**src/rtl/lcd_refresh_driver.sv**
```systemverilog
// Refreshes a 2x16 HD44780 LCD. It runs the power-up init once and then
// rewrites all 32 character cells continuously from the DisplayAddr/Phrase source.
module lcd_refresh_driver #(
  parameter int unsigned POWERUP_CYCLES = 750000,
  parameter int unsigned EN_CYCLES      = 25,
  parameter int unsigned CMD_CYCLES     = 2500,
  parameter int unsigned CLEAR_CYCLES   = 100000
) (
  input  logic       clock,
  input  logic       resetn,
  input  logic [7:0] Phrase,
  output logic [4:0] DisplayAddr,
  output logic [7:0] LCD_DATA,
  output logic       LCD_RS,
  output logic       LCD_RW,
  output logic       LCD_EN,
  output logic       LCD_ON,
  output logic       FrameDone
);

  localparam int unsigned MAX_A      = (POWERUP_CYCLES > CLEAR_CYCLES) ? POWERUP_CYCLES : CLEAR_CYCLES;
  localparam int unsigned MAX_B      = (CMD_CYCLES > EN_CYCLES) ? CMD_CYCLES : EN_CYCLES;
  localparam int unsigned MAX_CYCLES = (MAX_A > MAX_B) ? MAX_A : MAX_B;
  localparam int unsigned CW         = $clog2(MAX_CYCLES + 1);

  localparam logic [7:0] CMD_CLEAR = 8'h01;

  typedef enum logic [2:0] {
    ST_POWERUP, ST_INIT, ST_LINE, ST_FETCH, ST_WRITE, ST_NEXT
  } state_t;

  typedef enum logic [1:0] {
    PH_SETUP, PH_PULSE, PH_HOLD
  } phase_t;

  state_t         state_q, state_d;
  phase_t         phase_q, phase_d;
  logic [CW-1:0]  cnt_q, cnt_d;
  logic [1:0]     idx_q, idx_d;
  logic [4:0]     addr_d;
  logic           load;
  logic           load_rs;
  logic [7:0]     load_data;
  logic           hold_last;
  logic [7:0]     data_d;
  logic           rs_d;
  logic           en_d;
  logic           fd_d;

  function automatic logic [7:0] init_cmd(input logic [1:0] i);
    case (i)
      2'd0:    return 8'h38;
      2'd1:    return 8'h0C;
      2'd2:    return 8'h01;
      default: return 8'h06;
    endcase
  endfunction

  function automatic logic [7:0] line_cmd(input logic [4:0] a);
    return a[4] ? 8'hC0 : 8'h80;
  endfunction

  // Last HOLD cycle; the clear command needs the long settle time.
  always_comb begin
    hold_last = 1'b0;
    if (!LCD_RS && (LCD_DATA == CMD_CLEAR))
      hold_last = (cnt_q == CW'(CLEAR_CYCLES - 1));
    else
      hold_last = (cnt_q == CW'(CMD_CYCLES - 1));
  end

  // State register; bus outputs are loaded from their next values.
  always_ff @(posedge clock) begin
    if (!resetn) begin
      state_q     <= ST_POWERUP;
      phase_q     <= PH_SETUP;
      cnt_q       <= '0;
      idx_q       <= '0;
      DisplayAddr <= '0;
      LCD_DATA    <= 8'h00;
      LCD_RS      <= 1'b0;
      LCD_RW      <= 1'b0;
      LCD_EN      <= 1'b0;
      LCD_ON      <= 1'b0;
      FrameDone   <= 1'b0;
    end else begin
      state_q     <= state_d;
      phase_q     <= phase_d;
      cnt_q       <= cnt_d;
      idx_q       <= idx_d;
      DisplayAddr <= addr_d;
      LCD_DATA    <= data_d;
      LCD_RS      <= rs_d;
      LCD_RW      <= 1'b0;
      LCD_EN      <= en_d;
      LCD_ON      <= 1'b1;
      FrameDone   <= fd_d;
    end
  end

  // Next-state logic: sequencing, wait counting and which byte to put on the bus.
  always_comb begin
    state_d   = state_q;
    phase_d   = phase_q;
    cnt_d     = cnt_q;
    idx_d     = idx_q;
    addr_d    = DisplayAddr;
    load      = 1'b0;
    load_rs   = 1'b0;
    load_data = 8'h00;
    case (state_q)
      ST_POWERUP: begin
        if (cnt_q == CW'(POWERUP_CYCLES - 1)) begin
          state_d   = ST_INIT;
          phase_d   = PH_SETUP;
          cnt_d     = '0;
          idx_d     = 2'd0;
          load      = 1'b1;
          load_data = init_cmd(2'd0);
        end else begin
          cnt_d = cnt_q + CW'(1);
        end
      end
      ST_INIT, ST_LINE, ST_WRITE: begin
        case (phase_q)
          PH_SETUP: begin
            phase_d = PH_PULSE;
            cnt_d   = '0;
          end
          PH_PULSE: begin
            if (cnt_q == CW'(EN_CYCLES - 1)) begin
              phase_d = PH_HOLD;
              cnt_d   = '0;
            end else begin
              cnt_d = cnt_q + CW'(1);
            end
          end
          PH_HOLD: begin
            if (hold_last) begin
              cnt_d   = '0;
              phase_d = PH_SETUP;
              if (state_q == ST_INIT && idx_q != 2'd3) begin
                idx_d     = idx_q + 2'd1;
                load      = 1'b1;
                load_data = init_cmd(idx_q + 2'd1);
              end else if (state_q == ST_INIT) begin
                state_d   = ST_LINE;
                addr_d    = 5'd0;
                load      = 1'b1;
                load_data = line_cmd(5'd0);
              end else if (state_q == ST_LINE) begin
                state_d = ST_FETCH;
              end else begin
                state_d = ST_NEXT;
              end
            end else begin
              cnt_d = cnt_q + CW'(1);
            end
          end
          default: phase_d = PH_SETUP;
        endcase
      end
      ST_FETCH: begin
        // Phrase follows DisplayAddr one clock late, so take it on the 2nd clock.
        if (cnt_q == CW'(1)) begin
          state_d   = ST_WRITE;
          phase_d   = PH_SETUP;
          cnt_d     = '0;
          load      = 1'b1;
          load_rs   = 1'b1;
          load_data = Phrase;
        end else begin
          cnt_d = cnt_q + CW'(1);
        end
      end
      ST_NEXT: begin
        phase_d = PH_SETUP;
        cnt_d   = '0;
        if (DisplayAddr == 5'd15 || DisplayAddr == 5'd31) begin
          addr_d    = (DisplayAddr == 5'd15) ? 5'd16 : 5'd0;
          state_d   = ST_LINE;
          load      = 1'b1;
          load_data = (DisplayAddr == 5'd15) ? line_cmd(5'd16) : line_cmd(5'd0);
        end else begin
          addr_d  = DisplayAddr + 5'd1;
          state_d = ST_FETCH;
        end
      end
      default: begin
        state_d = ST_POWERUP;
        cnt_d   = '0;
      end
    endcase
  end

  // Output logic: bus byte held for the whole transaction; EN high only in PULSE.
  always_comb begin
    data_d = LCD_DATA;
    rs_d   = LCD_RS;
    en_d   = 1'b0;
    fd_d   = 1'b0;
    if (load) begin
      data_d = load_data;
      rs_d   = load_rs;
    end
    if ((state_d == ST_INIT || state_d == ST_LINE || state_d == ST_WRITE) && phase_d == PH_PULSE)
      en_d = 1'b1;
    if (state_d == ST_NEXT && DisplayAddr == 5'd31)
      fd_d = 1'b1;
  end

endmodule

```
**config.mk**
```make
export PLATFORM = sky130hd
export DESIGN_NAME = lcd_refresh_driver
export DESIGN_NICKNAME = d
export VERILOG_FILES = /design/src/rtl/lcd_refresh_driver.sv
export SDC_FILE = /design/constraint.sdc
export NUM_CORES = 1
export LEC_CHECK = 0
export BUFFER_PORTS_ARGS = -buffer_cell sky130_fd_sc_hd__buf_4
export CORE_MARGIN = 3
export CORE_UTILIZATION = 55
export CTS_BUF_LIST = sky130_fd_sc_hd__clkbuf_4
export DETAILED_ROUTE_END_ITERATION = 7
export GPL_TIMING_DRIVEN = 0
export PLACE_DENSITY = 0.82
export SLEW_MARGIN = 20
export SYNTH_ARGS = -nofsm -noshare
export SYNTH_HDL_FRONTEND = slang
export SYNTH_SLANG_ARGS = --single-unit
```
**constraint.sdc**
```tcl
create_clock -name clock -period 3.5 [get_ports clock]
set_clock_uncertainty 0.15 [all_clocks]
set_input_delay 0.35 -clock clock [delete_from_list [all_inputs] [get_ports clock]]
set_output_delay 0.35 -clock clock [all_outputs]
set_load 0.01 [all_outputs]
```
## Word-level counts from Yosys, hierarchy flattened

Index checks and enable logic that the tools add are counted.

| storage, ports and cells | value |
|---|---|
| bits of input ports | 10 |
| logic and storage cells | 115 |
| output and inout port bits | 18 |
| register bits | 44 |

| operators by class | value |
|---|---|
| equal/unequal tests | 30 |
| reduce and logical (&&, ||, !) cells | 16 |
| mux-type cells | 56 |
| $add $sub $neg | 3 |

Operator list:

| cell | number |
|---|---|
| $pmux 20 s3 | 2 |
| $mux 20 | 4 |
| $mux 8 | 6 |
| $pmux 8 s4 | 1 |
| $mux 5 | 6 |
| $mux 3 | 7 |
| $add 20x1->20 const B | 1 |
| $eq 20x1->1 const B | 1 |
| $eq 20x12->1 const B | 1 |
| $eq 20x17->1 const B | 1 |
| $eq 20x20->1 const B | 1 |
| $eq 20x5->1 const B | 1 |
| $pmux 6 s3 | 1 |
| $mux 2 | 8 |
| $ne 2x2->1 const B | 7 |
| $mux 1 | 13 |
| $eq 3x3->1 const B | 4 |
| $pmux 3 s4 | 1 |
| $pmux 5 s2 | 1 |
| $reduce_and 5->1 | 2 |
| $eq 3x2->1 const B | 3 |
| $eq 8x1->1 const B | 1 |
| $pmux 2 s4 | 1 |
| $mux 7 | 1 |
| 19 further kinds | 30 |

## Longest topological paths before layout

| logic depth | value |
|---|---|
| depth after elaboration | 12 |
| depth in mapped cells | 8 |
| mapped depth without buffers | 7 |

## Worst setup path before layout

OpenSTA, ideal clock, no wires.

| timing | value |
|---|---|
| kind | flip-flop to flip-flop |
| start point | register cnt_q[16] |
| end point | register cnt_q[0] |
| stages on the path, launching flop included | 9 |
| data required time | 3.216 ns |
| period minus slack after synthesis | 2.317 ns |
| setup time | 0.134 ns |
| data arrival time | 2.033 ns |
| setup slack | 1.183 ns |
| path buffers | 2 |
| path through | dfxtp_1 -> clkbuf_1 -> nand4_1 -> or4_1 -> o21ba_2 -> a31o_2 -> nor3_1 -> buf_4 -> o22ai_1 |

| between the ends | value |
|---|---|
| cells in the longest elaborated chain, start to end | 5 |
| elaborated cells on any way between the ends | 12 |
| those cells by class | eq/ne (5); mux (7) |

Ends and longest elaborated chain:

| what | line | text |
|---|---|---|
| start, declared | 38 | `logic [CW-1:0] cnt_q, cnt_d;` |
| start signal, assigned | 89 | `cnt_q <= cnt_d;` |
| $eq 20x12->1 / $eq 20x17->1 (equally long branches) | 69, 67 |  |
| $mux 1 | 66 | `if (!LCD_RS && (LCD_DATA == CMD_CLEAR))` |
| $mux 20 | 139 | `if (hold_last) begin` |
| $pmux 20 s3 | 125 | `case (phase_q)` |
| $pmux 20 s3 * | 111 | `case (state_q)` |

Mark *: on every way between the ends. The rest lies on a longest branch, timed or not.
A chain may end at the register's enable or synchronous reset.

## Final worst setup path

| timing | value |
|---|---|
| start point | register cnt_q[17] |
| end point | register DisplayAddr[4] |

| between the ends | value |
|---|---|
| cells in the longest elaborated chain, start to end | 4 |
| elaborated cells on any way between the ends | 5 |
| those cells by class | eq/ne (3); mux (1); reduce/logical (1) |

Ends and longest elaborated chain:

| what | line | text |
|---|---|---|
| $eq 20x12->1 / $eq 20x17->1 (equally long branches) | 69, 67 |  |
| $mux 1 * | 66 |  |
| $ne 2x2->1 (no source line) * | -- |  |
| $reduce_and 5->1 (no source line) * | -- |  |
| end signal, assigned | 91 | `DisplayAddr <= addr_d;` |
| end, declared | 12 | `output logic [4:0] DisplayAddr,` |

Marked as above.

==> metrics.md <==
| Metric | Value |
|---|---|
| Post-Layout Cell Count | `444` |
| Maximum achievable frequency | `349 MHz` |
| Hold buffer count at CTS | `1` |
| Largest net degree at the start of global routing | `15` |
| Via/cell ratio | `6.21` |
| Power Total | `0.874 mW` |
| Leak | `1.07 nW` |
| Largest fanout on the critical path | `8` |
| Share of power burned in registers | `0.583` |
| Final worst-path cycle share | `0.818` |
| Mapped Area | `2760 µm²` |
| Reg-to-reg startpoint | `cnt_q[17]` |
| Synth-to-Final Area Change | `13.4%` |
| Kind of critical path | `flip-flop to flip-flop` |
| Switch share | `0.232` |
| Ys async rst share | `0` |
| Number of synthesized register bits | `44` |
| ANT cells | `0` |
| Internal power | `0.671 mW` |
| Vias in the first global route | `2655` |
| CTS H-tree lvls | `2` |
| Clock-pin transition on the worst setup and hold timing paths | `140 ps` |
| Worst R2R End | `DisplayAddr[4]` |
| RSZ-0062 raised after global routing | `no` |
| Core region area | `4790 µm²` |
| First-pass detailed-route iteration total | `5` |
| Clk sinks | `44` |
| CP Capture Type | `flip-flop` |
| Share of power burned in the clock network | `0.365` |
| FP Rows | `25` |
| Buffers on Ports | `26` |
| Status | `finished, final reports clean` |
| Number of fill cells in the layout | `434` |
| Cell count after synthesis | `342` |
| Worst Hold Depth | `3` |
| Max Slew Vio Count | `0` |
| Gate power share | `0.052` |
| CP required | `3580 ps` |
| Cts repair resizes | `0` |
| Max transition margin | `0.386` |
| Hold Path Class | `input port to flip-flop` |
| Residual DRC count | `0` |
| Layout Nets | `400` |
| Clk Latency, worst-skew pair | `360 ps` |
| CTS root buffer | `clkbuf_4` |
| Area share of the largest cell type after synthesis | `0.319` |
| Detailed-route via count | `2758` |
| Period minus WS final | `2860 ps` |
| Total gr overflow | `0` |
| I/O pins | `28` |
| CTS Buffer Depth | `2` |
| Top-count cell post-synth | `dfxtp_1` |
| Number of synthesized flops with an enable pin | `0` |
| Synthesized Nets | `366` |
| Switching power | `0.203 mW` |
| Final wirelength | `7130 µm` |
| Yosys cell types | `56` |
| Post-CTS setup buffer count | `0` |
| Startpoint types | `flip-flop` |
| RD Place Congestion | `0.951` |
| Worst Reg-to-Reg Cells | `6` |
| PwrDens | `279 nW/µm²` |
| Worst VDD drop | `0.000173 V` |
| Flop2flop setup slack | `640 ps` |
| Top post-synthesis cells by area | `dfxtp_1 32%, ha_1 6.3%, a211oi_1 4.9%` |
| Worst Setup SP | `cnt_q[17]` |
| Initial antenna violation count | `0` |
| Post-synth top cells | `44 x dfxtp_1, 36 x nand2_1, 21 x nand4_1, 20 x nor2_1` |
| Syn_area_per_cell | `8.07 µm²` |
| CTS Buf Count | `5` |
| Data arrival time of the critical path | `2940 ps` |
| Die Width | `76.9 µm` |
| Transition time of the tightest slew-check pin | `914 ps` |
| Share of layout cells above drive strength 1 | `0.122` |
| Setup violators final | `0` |
| Antenna Violating Nets Remaining | `0` |
| Die area | `5910 µm²` |
| Final setup TNS | `0 ps` |
| Clock tree from TritonCTS | `yes` |
| First-pass GRT wire length | `12600 µm` |
| Min-delay src | `Phrase[1]` |
| Sequential area share after synthesis | `0.319` |
| Primary FF master, synth | `dfxtp_1` |
| Final Hold Fails | `0` |
| Leading area contributor after synthesis | `dfxtp_1` |
| Routed wire per std cell | `16.1 µm` |
| Initial core utilization | `0.577` |
| GRT Overall Usage | `0.256` |
| Synthesis Warnings | `0` |
| Die height | `76.9 µm` |
| 1st-iter DRT viols | `277` |
| Hold_ws | `79.9 ps` |
| Placed cell count | `435` |
| DP HPWL | `5290 µm` |
| Max-cap violation count | `0` |
| Hold worst-path end | `LCD_DATA[1]` |
==> logic make-up after synthesis <==
| logic type | share of synthesized area |
|---|---|
| DFF | 0.319 |
| xor gates and xnor gates | 0.0571 |
| buffers and inverters | 0.0539 |
| and+or+nand+nor | 0.304 |
| AOI/OAI and AO/OA | 0.186 |
| adders and majority gates | 0.0634 |
| muxes | 0.0154 |
| other | 0.00136 |
==> power groups by stage <==
| stage | clock network, mW | logic (mW) | registers [mW] |
|---|---|---|---|
| after detailed placement | 0 | 0.0440 | 0.519 |
| after global routing | 0.351 | 0.0502 | 0.509 |
| after global placement | 0 | 0.0428 | 0.519 |
| after CTS | 0.329 | 0.0450 | 0.508 |
| final | 0.319 | 0.0455 | 0.509 |
| after floorplan | 0 | 0.0259 | 0.519 |
==> per-stage QoR <==
step	utilization	instance area, µm²	setup slack, ps
3_5_place_dp	0.635	3040	737
2_1_floorplan	-	2760	1180
3_3_place_gp	0.635	3040	780
5_1_grt	0.654	3130	330
4_1_cts	0.654	3130	722
6_report	0.654	3130	637
==> worst max path at each step <==
stage,cells past startpoint,slack [ps],endpoint
2_1_floorplan,8,1180,cnt_q[0]
3_3_place_gp,6,780,DisplayAddr[4]
3_5_place_dp,6,740,DisplayAddr[4]
4_1_cts,7,720,DisplayAddr[4]
5_1_grt,7,330,DisplayAddr[1]
6_report,6,640,DisplayAddr[4]
==> per-layer routing <==
layer | global-route usage | routed length (µm)
met1 | 0.321 | 3050
met2 | 0.433 | 3490
met3 | 0.0458 | 376
met4 | 0.103 | 208
met5 | 0 | 0
==> sequential cells by signal, summed over array words and instances, names as in the netlist, 2 cells and up <==
name         flops
LCD_DATA         8
idx_q            2
cnt_q           20
state_q          3
phase_q          2
DisplayAddr      5
==> placed cells by master (no fill, tap or decap), types with 2 or more instances in the layout <==
master    synthesis  final
nor2_1           20     20
and3_1            7      7
clkbuf_1         16     16
xor2_1            7      7
nand4b_1          4      4
nor2b_1           3      3
or4_1             3      3
buf_4             3     29
o211ai_1          5      5
a311oi_1          2      2
nand2_1          36     36
nand3_1          18     18
inv_1            13     13
a211oi_1         18     18
clkbuf_4          0      5
and3b_1           2      2
a31oi_1           5      5
o32ai_1           3      3
o22ai_1           2      2
and4_1            5      5
nand2b_1          4      4
o21ai_0           8      8
dfxtp_1          44     44
nor4_1            7      7
o21a_1            3      3
ha_1             14     14
xnor2_1          11     11
a21oi_1          14     14
or3_1             3      3
and2_1            2      2
mux2i_1           2      2
o32a_1            2      2
nor3_1           11     11
buf_2             2      2
nand4_1          21     21
==> cell type report <==
| type | count | area (µm²) | share of cell area |
|---|---|---|---|
| Buffer | 22 | 96.3 | 0.0308 |
| Inverter | 14 | 52.6 | 0.0168 |
| Multi-Input combinational cell | 262 | 1730 | 0.553 |
| Clock buffer | 5 | 37.5 | 0.0120 |
| Clock inverter | 3 | 42.5 | 0.0136 |
| Tap cell | 67 | 83.8 | 0.0268 |
| Timing Repair Buffer | 27 | 205 | 0.0655 |
| Sequential cell | 44 | 881 | 0.281 |
==> worst max-delay path, cell delays in order (launching register included) <==
cell     delay [ps]
dfxtp_1         380
nor4_1          480
nand2_1         190
nor2_1          560
nand3_4         190
o21ai_0         580
o32ai_1         210
Power figures use the tool's default switching activity.
